<file path="src/rtl/vr_pkg.sv">
// Shared helpers for the vr_* valid/ready block family.
// Counter-width and wrapping pointer-increment functions.
package vr_pkg;

    // Width needed to hold an occupancy in 0..depth.
    function automatic int vr_cnt_w(input int depth);
        return $clog2(depth + 1);
    endfunction

    // Advance a 0..depth-1 pointer, wrapping depth-1 back to 0.
    function automatic int unsigned vr_ptr_inc(
        input int unsigned ptr,
        input int unsigned depth
    );
        return (ptr == depth - 1) ? 0 : ptr + 1;
    endfunction

endpackage

</file>
<file path="src/rtl/vr_buf_mem.sv">
// DEPTH x WIDTH flop array, one write port, one async read port.
// Ports: clk, we/waddr/wdata (write), raddr/rdata (read). No reset.
module vr_buf_mem #(
    parameter int WIDTH = 32,
    parameter int DEPTH = 4,
    parameter int AW    = 2
) (
    input  logic             clk,
    input  logic             we,
    input  logic [AW-1:0]    waddr,
    input  logic [WIDTH-1:0] wdata,
    input  logic [AW-1:0]    raddr,
    output logic [WIDTH-1:0] rdata
);

    logic [WIDTH-1:0] mem [DEPTH];

    always_ff @(posedge clk) begin
        if (we) begin
            mem[waddr] <= wdata;
        end
    end

    assign rdata = mem[raddr];

endmodule

</file>
<file path="src/rtl/vr_elastic_buf.sv">
// Valid/ready elastic buffer with DEPTH slots, occupancy and flush.
// Ports: clk, rst_n, flush, in_valid/in_ready/in_data,
//        out_valid/out_ready/out_data, count, almost_full.
module vr_elastic_buf
    import vr_pkg::*;
#(
    parameter int WIDTH        = 32,
    parameter int DEPTH        = 4,
    parameter int AFULL_THRESH = DEPTH - 1,
    localparam int CW          = vr_cnt_w(DEPTH)
) (
    input  logic             clk,
    input  logic             rst_n,
    input  logic             flush,
    input  logic             in_valid,
    output logic             in_ready,
    input  logic [WIDTH-1:0] in_data,
    output logic             out_valid,
    input  logic             out_ready,
    output logic [WIDTH-1:0] out_data,
    output logic [CW-1:0]    count,
    output logic             almost_full
);

    localparam int PW = $clog2(DEPTH);

    logic [PW-1:0]    wr_ptr;
    logic [PW-1:0]    rd_ptr;
    logic [PW-1:0]    wr_ptr_nxt;
    logic [PW-1:0]    rd_ptr_nxt;
    logic             init_q;
    logic             push;
    logic             pop;
    logic [WIDTH-1:0] rdata;

    // in_ready depends only on flops and flush, never on out_ready.
    assign in_ready    = init_q && (count != CW'(DEPTH)) && !flush;
    assign out_valid   = (count != '0) && !flush;
    assign push        = in_valid && in_ready;
    assign pop         = out_valid && out_ready;
    assign almost_full = count >= CW'(AFULL_THRESH);

    // Gate the read so unwritten storage never reaches the output.
    assign out_data = out_valid ? rdata : '0;

    assign wr_ptr_nxt = PW'(vr_ptr_inc(32'(wr_ptr), 32'(DEPTH)));
    assign rd_ptr_nxt = PW'(vr_ptr_inc(32'(rd_ptr), 32'(DEPTH)));

    always_ff @(posedge clk or negedge rst_n) begin
        if (!rst_n) begin
            init_q <= 1'b0;
            wr_ptr <= '0;
            rd_ptr <= '0;
            count  <= '0;
        end else begin
            init_q <= 1'b1;
            if (flush) begin
                wr_ptr <= '0;
                rd_ptr <= '0;
                count  <= '0;
            end else begin
                if (push) begin
                    wr_ptr <= wr_ptr_nxt;
                end
                if (pop) begin
                    rd_ptr <= rd_ptr_nxt;
                end
                unique case ({push, pop})
                    2'b10:   count <= count + CW'(1);
                    2'b01:   count <= count - CW'(1);
                    default: count <= count;
                endcase
            end
        end
    end

    vr_buf_mem #(
        .WIDTH (WIDTH),
        .DEPTH (DEPTH),
        .AW    (PW)
    ) u_mem (
        .clk   (clk),
        .we    (push),
        .waddr (wr_ptr),
        .wdata (in_data),
        .raddr (rd_ptr),
        .rdata (rdata)
    );

endmodule

</file>
<file path="config.mk">
export PLATFORM = sky130hd
export DESIGN_NAME = vr_elastic_buf
export DESIGN_NICKNAME = d
export VERILOG_FILES = /design/src/rtl/vr_pkg.sv /design/src/rtl/vr_buf_mem.sv /design/src/rtl/vr_elastic_buf.sv
export SDC_FILE = /design/constraint.sdc
export NUM_CORES = 1
export LEC_CHECK = 0
export ABC_AREA = 1
export BUFFER_PORTS_ARGS = -buffer_cell sky130_fd_sc_hd__buf_4
export CAP_MARGIN = 15
export CORE_MARGIN = 2
export CORE_UTILIZATION = 40
export DETAILED_ROUTE_END_ITERATION = 10
export SKIP_LAST_GASP = 1
export SLEW_MARGIN = 20
export SYNTH_ARGS = -nofsm -noshare
export SYNTH_HDL_FRONTEND = slang
export SYNTH_SLANG_ARGS = --single-unit
</file>
<file path="constraint.sdc">
create_clock -name clk -period 2.8 [get_ports clk]
set_input_delay 0.42 -clock clk [delete_from_list [all_inputs] [get_ports clk]]
set_output_delay 0.42 -clock clk [all_outputs]
set_load 0.03 [all_outputs]
</file>
==> impl_results.md, run 1 <==
- Die Span Y: 121 um
- Final Setup Violations: 0
- Post-route design area: 0.00682 mm^2
- Cells after synthesis: 449
- Avg Inst Size Synth: 12.3 um^2
- Top cell type's share of synthesized area: 69.8%
- Post-CTS resize count: 0
- Routability congestion estimate: 0.779
- Ys async rst share: 5.88%
- Status: complete, no violations
- DRT iter0 DRCs: 234
- Final period util: 90.0%
- TritonCTS buffer count: 17
- Final HPWL DP: 7190 um
- Post-DP Area: 0.00628 mm^2
- Syn-to-layout area delta: 23.9%
- Syn_nets: 491
- Sequential area share after synthesis: 73.4%
- Final non-filler cell total: 720
- #FFs+latches synth: 136
- WS Path Type: flip-flop to output pin
- Drt pass-1 iters: 7
- Minimum clock period: 2.52 ns
- Share of cells above drive strength 1: 24.4%
- Most common cell in the netlist: nor2_1
- Worst Hold Class: input pin to flip-flop
- Setup TNS: 0 ns
- Final #Nets: 573
- Clk sinks: 136
- Antenna Nets Post-Route: 0
- Area of the mapped netlist: 0.00551 mm^2
- Die Area: 0.0147 mm^2
- PD cells: 873 mW/mm^2
- Leak Pwr: 2.55 nW
- RSZ-0062 raised after global routing: false
- Yosys Warn Count: 0
- Main synth FF type: edfxtp_1
- Worst slew margin: 55.7%
- Core Rows: 42
- Vias in the first global route: 3562
- Commonest cells in the synthesized netlist: nor2_1 (135), edfxtp_1 (128), o21ai_0 (67), a21oi_1 (32), nand2_1 (19)
- CTS tree: built
- Critical-path maximum fanout: 64
- CTS Root Cell: clkbuf_16
- Slew Viols, Final: 0
- Core area: 0.0133 mm^2
- ANT cells: 0
- Initial Util: 41.3%
- Maximum number of pins on one net before global-route repair: 65
- Area leader, netlist: edfxtp_1
- Final setup margin: 0.279 ns
- Die Width: 121 um
- Crit. End Element: output pin
- FF/Latch Area: 0.00405 mm^2
- Via-to-Cell Ratio: 4.99
- Clk buf depth: 2
- Vias post-DR: 3593
- Multi-input logic area: 0.00131 mm^2
- EDFF count, synth: 128
- First-pass GRT wire length: 18800 um
- CP arrival: 2.10 ns
- Worst path required time: 2.38 ns
- Dominant cells by area after synthesis: edfxtp_1 (70%), nor2_1 (9.2%), o21ai_0 (6.1%)
- Netlist cell types: 22
- Initial antenna violation count: 0
- Filler cells: 1224
- PortBufs: 74
- Clock Latency Late Sink: 0.41 ns
- Max Cap Violations: 0
- Setup Skew: 0.00403 ns
- Top-Level Pins: 75
- GR Util All Layers: 17.1%
- Worst-margin pin slew: 0.664 ns
- Postcts setup bufs: 0
- # DRC: 0
- Final Hold Vio Count: 0
- Pwr Total: 5.96 mW
- Max IR drop VDD: 0.524 mV
- Clock transition at path regs: 0.06 ns
- Startpoint Class: flip-flop
- Pre-CTS setup slack: 0.630 ns
- H-tree levels: 4
- Overall routed net length: 11700 um
- Max frequency: 397 MHz
- Drt wl/cell: 16.3 um
- Placed cell count: 687
- Total congestion overflow: 0
[sequential cells by signal (all words and copies together) (netlist names)]
name	cells
init_q	1
count	3
rd_ptr	2
u_mem.mem	128
wr_ptr	2
[per-stage QoR]
step | utilization, % | hold slack [ns]
after global placement | 47.0 | 0.246
after CTS | 51.1 | 0.189
after floorplan | - | 0.124
after detailed placement | 47.0 | 0.248
final | 51.1 | 0.206
after global routing | 51.1 | 0.194
[cells by family after synthesis]
kind of cell	share of synthesized area [%]
buf+inv	3.41
flops	73.4
compound gates	9.13
fa+ha+maj	1.27
simple gates	12.6
other cells	0.0681
xor+xnor	0.159
[worst max-delay path, cell delays in order (launching register included)]
cell     delay, ns
dfrtp_2       0.36
buf_4         0.55
nor2_1        0.11
nor2_1        0.10
o21ai_0       0.09
a21oi_1       0.25
buf_4         0.20
[where the power goes]
group | total, mW | switching (mW) | internal [mW]
clock | 2.02 | 0.822 | 1.20
sequential | 2.35 | 0.0503 | 2.30
combinational | 1.59 | 1.08 | 0.508
[layout by cell type, fill, tap and decap left out, drive strengths merged]
cell type and n:
dlygate4sd3 1, dfrtp 8, conb 1, nor2 136
buf 86, clkbuf 17, o21ai 67, clkinvlp 4
inv 16, edfxtp 128, clkinv 9, o31ai 1
xnor2 1, fa 1, nand2 25, ha 4
bufinv 1, nand3b 1, a21oi 32, nand3 5
[metal layers]
| layer | track usage (%) | wire length, um | vias up |
|---|---|---|---|
| li1 | - | - | 1730 |
| met1 | 22.1 | 5210 | 1750 |
| met2 | 27.7 | 5700 | 94 |
| met3 | 4.46 | 584 | 19 |
| met4 | 6.39 | 222 | 0 |
| met5 | 0 | 0 | - |
[path summary, 6_finish.rpt]
kind / cells past startpoint / endpoint / from / slack [ns]
worst max-delay path: 6 / out_data[23] / rd_ptr[0]$_DFFE_PN0P_ / 0.28
worst min-delay path: 1 / u_mem.mem[3][30]$_DFFE_PP_ / in_data[30] / 0.21
worst max register to register: 13 / count[2]$_DFFE_PN0P_ / count[0]$_DFFE_PN0P_ / 0.70
worst min register to register: 2 / count[2]$_DFFE_PN0P_ / count[2]$_DFFE_PN0P_ / 0.60
max in group asynchronous: 2 / rd_ptr[0]$_DFFE_PN0P_ / rst_n / 2.28
min in group asynchronous: 2 / init_q$_DFF_PN0_ / rst_n / 0.37
[what timing repair did]
| action | in CTS | in global routing |
|---|---|---|
| endpoints found under the setup margin | 0 | 0 |
| endpoints found under the hold margin | 8 | 0 |
| hold buffers | 1 | 0 |
[layout make-up]
| cell class | count | area share, % |
|---|---|---|
| Multi-Input combinational cell | 274 | 19.2 |
| Clock buffer | 17 | 6.23 |
| Timing Repair Buffer | 87 | 9.61 |
| Tap cell | 176 | 3.23 |
| Inverter | 15 | 0.862 |
| Clock inverter | 15 | 1.63 |
| Sequential cell | 136 | 59.3 |
Power figures use the tool's default switching activity.
==> inputs of run 2 (changes only) <==
Settings changed: PLACE_DENSITY_LB_ADDON set to 0.2.
==> run 2 against run 1 <==
Die area did not move. Clock-buffer cell count rose by 2. Via count fell by 1.6%. Largest cell class unchanged. Fmax fell by 3.4%. Combinational power barely moved. First-iteration DRC count rose by 22%. Sequential power rose by 3%. Largest power group unchanged. Clock power rose by 6%.
==> impl_results.md, run 2 (same netlist as run 1, synthesis figures left out) <==
- Status: complete, no violations
- First-pass GRT wire length: 19000 um
- Final period util: 93.2%
- Routability congestion estimate: 0.773
- Max frequency: 383 MHz
- Top reg by flops: u_mem.mem
- CTS Root Cell: clkbuf_16
- Top-Level Pins: 75
- RSZ-0062 raised after global routing: false
- Vias post-DR: 3536
- Filler cells: 1181
- Placed cell count: 686
- Die Area: 0.0147 mm^2
- Clk buf depth: 2
- Initial antenna violation count: 0
- Clk sinks: 136
- # DRC: 0
- Final Setup Violations: 0
- Drt wl/cell: 16.6 um
- FF/Latch Area: 0.00405 mm^2
- Core area: 0.0133 mm^2
- Crit. End Element: output pin
- Max reg flops: 128
- DR top layer: met4
- Final setup margin: 0.191 ns
- Max Cap Violations: 0
- TritonCTS buffer count: 17
- M1 WL: 5340 um
- Syn-to-layout area delta: 24.8%
- Share of cells above drive strength 1: 23.8%
- Pre-CTS setup slack: 0.508 ns
- Worst-margin pin slew: 0.578 ns
- Top Registers: u_mem.mem x128, count x3
- Setup Skew: 0.00269 ns
- DRT iter0 DRCs: 286
- CTS tree: built
- Minimum clock period: 2.61 ns
- Highest-count cells in the layout ignoring fill and taps: nor2_1 (131), edfxtp_1 (128), buf_4 (82), o21ai_0 (67), a21oi_1 (32)
- Antenna Nets Post-Route: 0
- Critical-path maximum fanout: 51
- Hold WS: 0.208 ns
- Setup TNS: 0 ns
- Commonest non-fill, non-tap cell in the layout: nor2_1
- Die Width: 121 um
- Overall routed net length: 11900 um
- Met2 wire length: 5830 um
- Leak Pwr: 2.57 nW
- PortBufs: 74
- CP arrival: 2.19 ns
- ANT cells: 0
- Final Hold Vio Count: 0
- Final #Nets: 572
- Final non-filler cell total: 718
- Core Rows: 42
- PD cells: 888 mW/mm^2
- Clock transition at path regs: 0.05 ns
- Max IR drop VDD: 0.547 mV
- Worst slew margin: 61.4%
- Maximum number of pins on one net before global-route repair: 52
- Via-to-Cell Ratio: 4.92
- WL met3: 554 um
- Die Span Y: 121 um
- Clock Latency Late Sink: 0.41 ns
- Multi-input logic area: 0.00131 mm^2
- Slew Viols, Final: 0
- Vias in the first global route: 3606
- Total congestion overflow: 0
- H-tree levels: 4
- Drt pass-1 iters: 7
- GR Util All Layers: 17.5%
- Worst Hold Class: input pin to flip-flop
- WS Path Type: flip-flop to output pin
- Startpoint Class: flip-flop
- Worst path required time: 2.38 ns
- Final HPWL DP: 7060 um
- Initial Util: 41.3%
-- run 2: changes by cell type in the layout (fill, tap and decap cells not counted), sizes merged --
cell,previous run,this run
clkinv,9,8
bufinv,1,3
clkinvlp,4,1
clkbuf,17,19
inv,16,15
buf,86,85
-- run 2: final timing paths --
kind	endpoint	cells after the start	from	slack [ns]
worst max-delay path	out_data[5]	5	rd_ptr[0]$_DFFE_PN0P_	0.19
worst min-delay path	u_mem.mem[3][24]$_DFFE_PP_	1	in_data[24]	0.21
worst max register to register	count[2]$_DFFE_PN0P_	12	count[0]$_DFFE_PN0P_	0.70
worst min register to register	wr_ptr[0]$_DFFE_PN0P_	1	wr_ptr[0]$_DFFE_PN0P_	0.59
max in group asynchronous	rd_ptr[1]$_DFFE_PN0P_	2	rst_n	2.28
min in group asynchronous	init_q$_DFF_PN0_	2	rst_n	0.37
-- run 2: final cells by class --
class	count	area share, %
Clock buffer	19	6.30
Clock inverter	12	1.95
Inverter	15	0.855
Multi-Input combinational cell	274	19.0
Sequential cell	136	58.8
Tap cell	176	3.20
Timing Repair Buffer	86	9.84
-- run 2: critical path, cell delays in order (launching register included) --
cell	delay [ns]
dfrtp_2	0.67
inv_2	0.26
buf_12	0.26
o21ai_0	0.27
a21oi_1	0.11
buf_4	0.18
-- run 2: stage by stage --
step	cell area, um^2	power [mW]	util, %
2_1_floorplan	5510	3.48	-
3_3_place_gp	6300	3.99	47.2
3_5_place_dp	6300	4.03	47.2
4_1_cts	6870	6.17	51.5
5_1_grt	6880	6.41	51.5
6_report	6880	6.11	51.5
-- run 2: per-layer routing --
metal,vias to the layer above,global-route usage [%]
met5,-,0
met1,1715,21.2
li1,1726,-
met4,0,6.82
met3,13,5.50
met2,82,29.3
-- run 2: where the power goes --
part	switching, mW	internal (mW)
sequential	0.109	2.30
clock	0.765	1.37
combinational	1.04	0.520
total	1.92	4.19
-- run 2: repair_timing --
item,4_1_cts,5_1_grt
buffers inserted,0,0
hold buffers,1,0
endpoints found under the setup margin,0,14
hold endpoints to repair,8,0
resized for setup,0,1
==> inputs of run 3 (changes only) <==
--- a/constraint.sdc
+++ b/constraint.sdc
@@ -3,2 +3,2 @@
 set_output_delay 0.42 -clock clk [all_outputs]
-set_load 0.03 [all_outputs]
+set_load 0.01 [all_outputs]
==> run 3 against run 2 <==
Worst setup slack better by 0.18 ns. Clock-buffer cell count grew 2. Non-clock buffer count increased by 4. Critical endpoint is now out_data[26]. Highest routed layer unchanged. Clock skew is 0.0021 ns higher.
==> impl_results.md, run 3 (same netlist as run 1, synthesis figures left out) <==
- Status: complete, no violations
- P_sw: 1.67 mW
- Final HPWL DP: 7290 um
- Power share of the clock group: 34.7%
- GR Util All Layers: 16.8%
- Clock transition at path regs: 0.06 ns
- Crit. End Element: output pin
- Hold path cells: 1
- Max Cap Violations: 0
- Core Rows: 42
- Max IR drop VDD: 0.390 mV
- Postcts setup bufs: 0
- Startpoint Class: flip-flop
- Final Setup Violations: 0
- Slowest stage cell on the critical path: dfrtp_2
- WS Path Type: flip-flop to output pin
- Die Span Y: 121 um
- Reg2reg start: count[0]$_DFFE_PN0P_
- Critical-path maximum fanout: 32
- Top-Level Pins: 75
- Top reg by flops: u_mem.mem
- CP arrival: 2.01 ns
- Routability congestion estimate: 0.788
- Total congestion overflow: 0
- Combinational power share: 23.8%
- Drt wl/cell: 16.0 um
- Worst-margin pin slew: 0.603 ns
- Syn-to-layout area delta: 24.3%
- First-pass GRT wire length: 18300 um
- Initial Util: 41.3%
- Critical Path Max Stage Delay: 0.58 ns
- # DRC: 0
- Final #Nets: 576
- Clk buf depth: 2
- Setup TNS: 0 ns
- Hold_buf cts: 1
- ANT cells: 0
- Post-DP Area: 0.00631 mm^2
- Maximum number of pins on one net before global-route repair: 39
- Worst slew margin: 59.7%
- Worst Hold Class: input pin to flip-flop
- Most frequent CP cell: buf_4
- Antenna Nets Post-Route: 0
- Internal: 4.02 mW
- Die Area: 0.0147 mm^2
- Top Registers: u_mem.mem x128, count x3
- Minimum clock period: 2.43 ns
- Commonest non-fill, non-tap cell in the layout: nor2_1
- Die Width: 121 um
- Crit-path cells: inv_1, buf_4, nor2_1, o21ai_0, a21oi_1, buf_4
- CTS Root Cell: clkbuf_16
- Highest-count cells in the layout ignoring fill and taps: nor2_1 (131), edfxtp_1 (128), buf_4 (88), o21ai_0 (67), a21oi_1 (32)
- Register-to-register setup slack: 0.69 ns
- Final Hold Vio Count: 0
- Drt pass-1 iters: 4
- Setup Skew: 0.00476 ns
- Initial antenna violation count: 0
- Seq pwr share: 41.5%
- Worst path required time: 2.38 ns
- DRT iter0 DRCs: 238
- Clock Latency Late Sink: 0.42 ns
- CTS tree: built
- Switch share: 29.4%
- Slew Viols, Final: 0
- Vias post-DR: 3510
- Max frequency: 411 MHz
- Worst setup startpoint: rd_ptr[1]$_DFFE_PN0P_
- Leak Pwr: 2.56 nW
- Final period util: 86.8%
- PD cells: 832 mW/mm^2
- RSZ-0062 raised after global routing: false
- Via-to-Cell Ratio: 4.85
- Reg2reg path depth: 13
- Core area: 0.0133 mm^2
- PortBufs: 74
- TritonCTS buffer count: 17
- Max reg flops: 128
- H-tree levels: 4
- Post-route design area: 0.00685 mm^2
- Clk sinks: 136
- Setup crit end: out_data[26]
- Post-CTS resize count: 0
- Vias in the first global route: 3510
- R2r endpoint: count[2]$_DFFE_PN0P_
- Overall routed net length: 11600 um
- Share of cells above drive strength 1: 23.9%
run 3: power groups by stage:
stage	combinational, mW	clock, mW	sequential, mW
after floorplan	0.854	0	2.38
after global placement	1.36	0	2.40
after detailed placement	1.37	0	2.40
after CTS	1.38	2.01	2.36
after global routing	1.52	2.08	2.37
final	1.36	1.98	2.36
run 3: stage by stage:
| step | power, mW | worst slack (ns) | instances | hold slack, ns | utilization [%] |
|---|---|---|---|---|---|
| after floorplan | 3.23 | 0.176 | 449 | 0.124 | - |
| after global placement | 3.76 | 0.643 | 690 | 0.249 | 47.3 |
| after detailed placement | 3.77 | 0.608 | 690 | 0.250 | 47.3 |
| after CTS | 5.75 | 0.326 | 723 | 0.182 | 51.3 |
| after global routing | 5.97 | 0.227 | 723 | 0.189 | 51.3 |
| final | 5.69 | 0.369 | 723 | 0.201 | 51.3 |
run 3: layout make-up:
type                    count  area, um^2
fillers                  1170        6500
flip-flops and latches    136        4050
multi-input cells         274        1310
well taps                 176         220
repair buffers             90         691
clock inverters            11        82.6
clock buffers              21         440
inverters                  15        58.8
run 3: critical path, delay by kind of cell, from the launching register on:
kind,cells,cell delay (ns)
buffers and inverters,3,0.50
DFF,1,0.58
AOI/OAI and AO/OA,2,0.35
and+or+nand+nor,1,0.15
run 3: per-layer routing:
layer  GRT usage (%)  vias to the layer above  share of wire, %
met5               0                        -                 0
met4            6.90                        0               1.7
met3            5.59                       18               5.2
met2            26.3                       83                48
met1            21.5                     1675                45
li1                -                     1734                 -
run 3: how the worst min path moves through the flow:
stage	endpoint	slack [ns]	startpoint
after global placement	init_q$_DFF_PN0_	0.25	rst_n
final	u_mem.mem[2][13]$_DFFE_PP_	0.20	in_data[13]
after CTS	u_mem.mem[2][13]$_DFFE_PP_	0.18	in_data[13]
after floorplan	count[0]$_DFFE_PN0P_	0.12	rst_n
after global routing	u_mem.mem[3][14]$_DFFE_PP_	0.19	in_data[14]
after detailed placement	init_q$_DFF_PN0_	0.25	rst_n
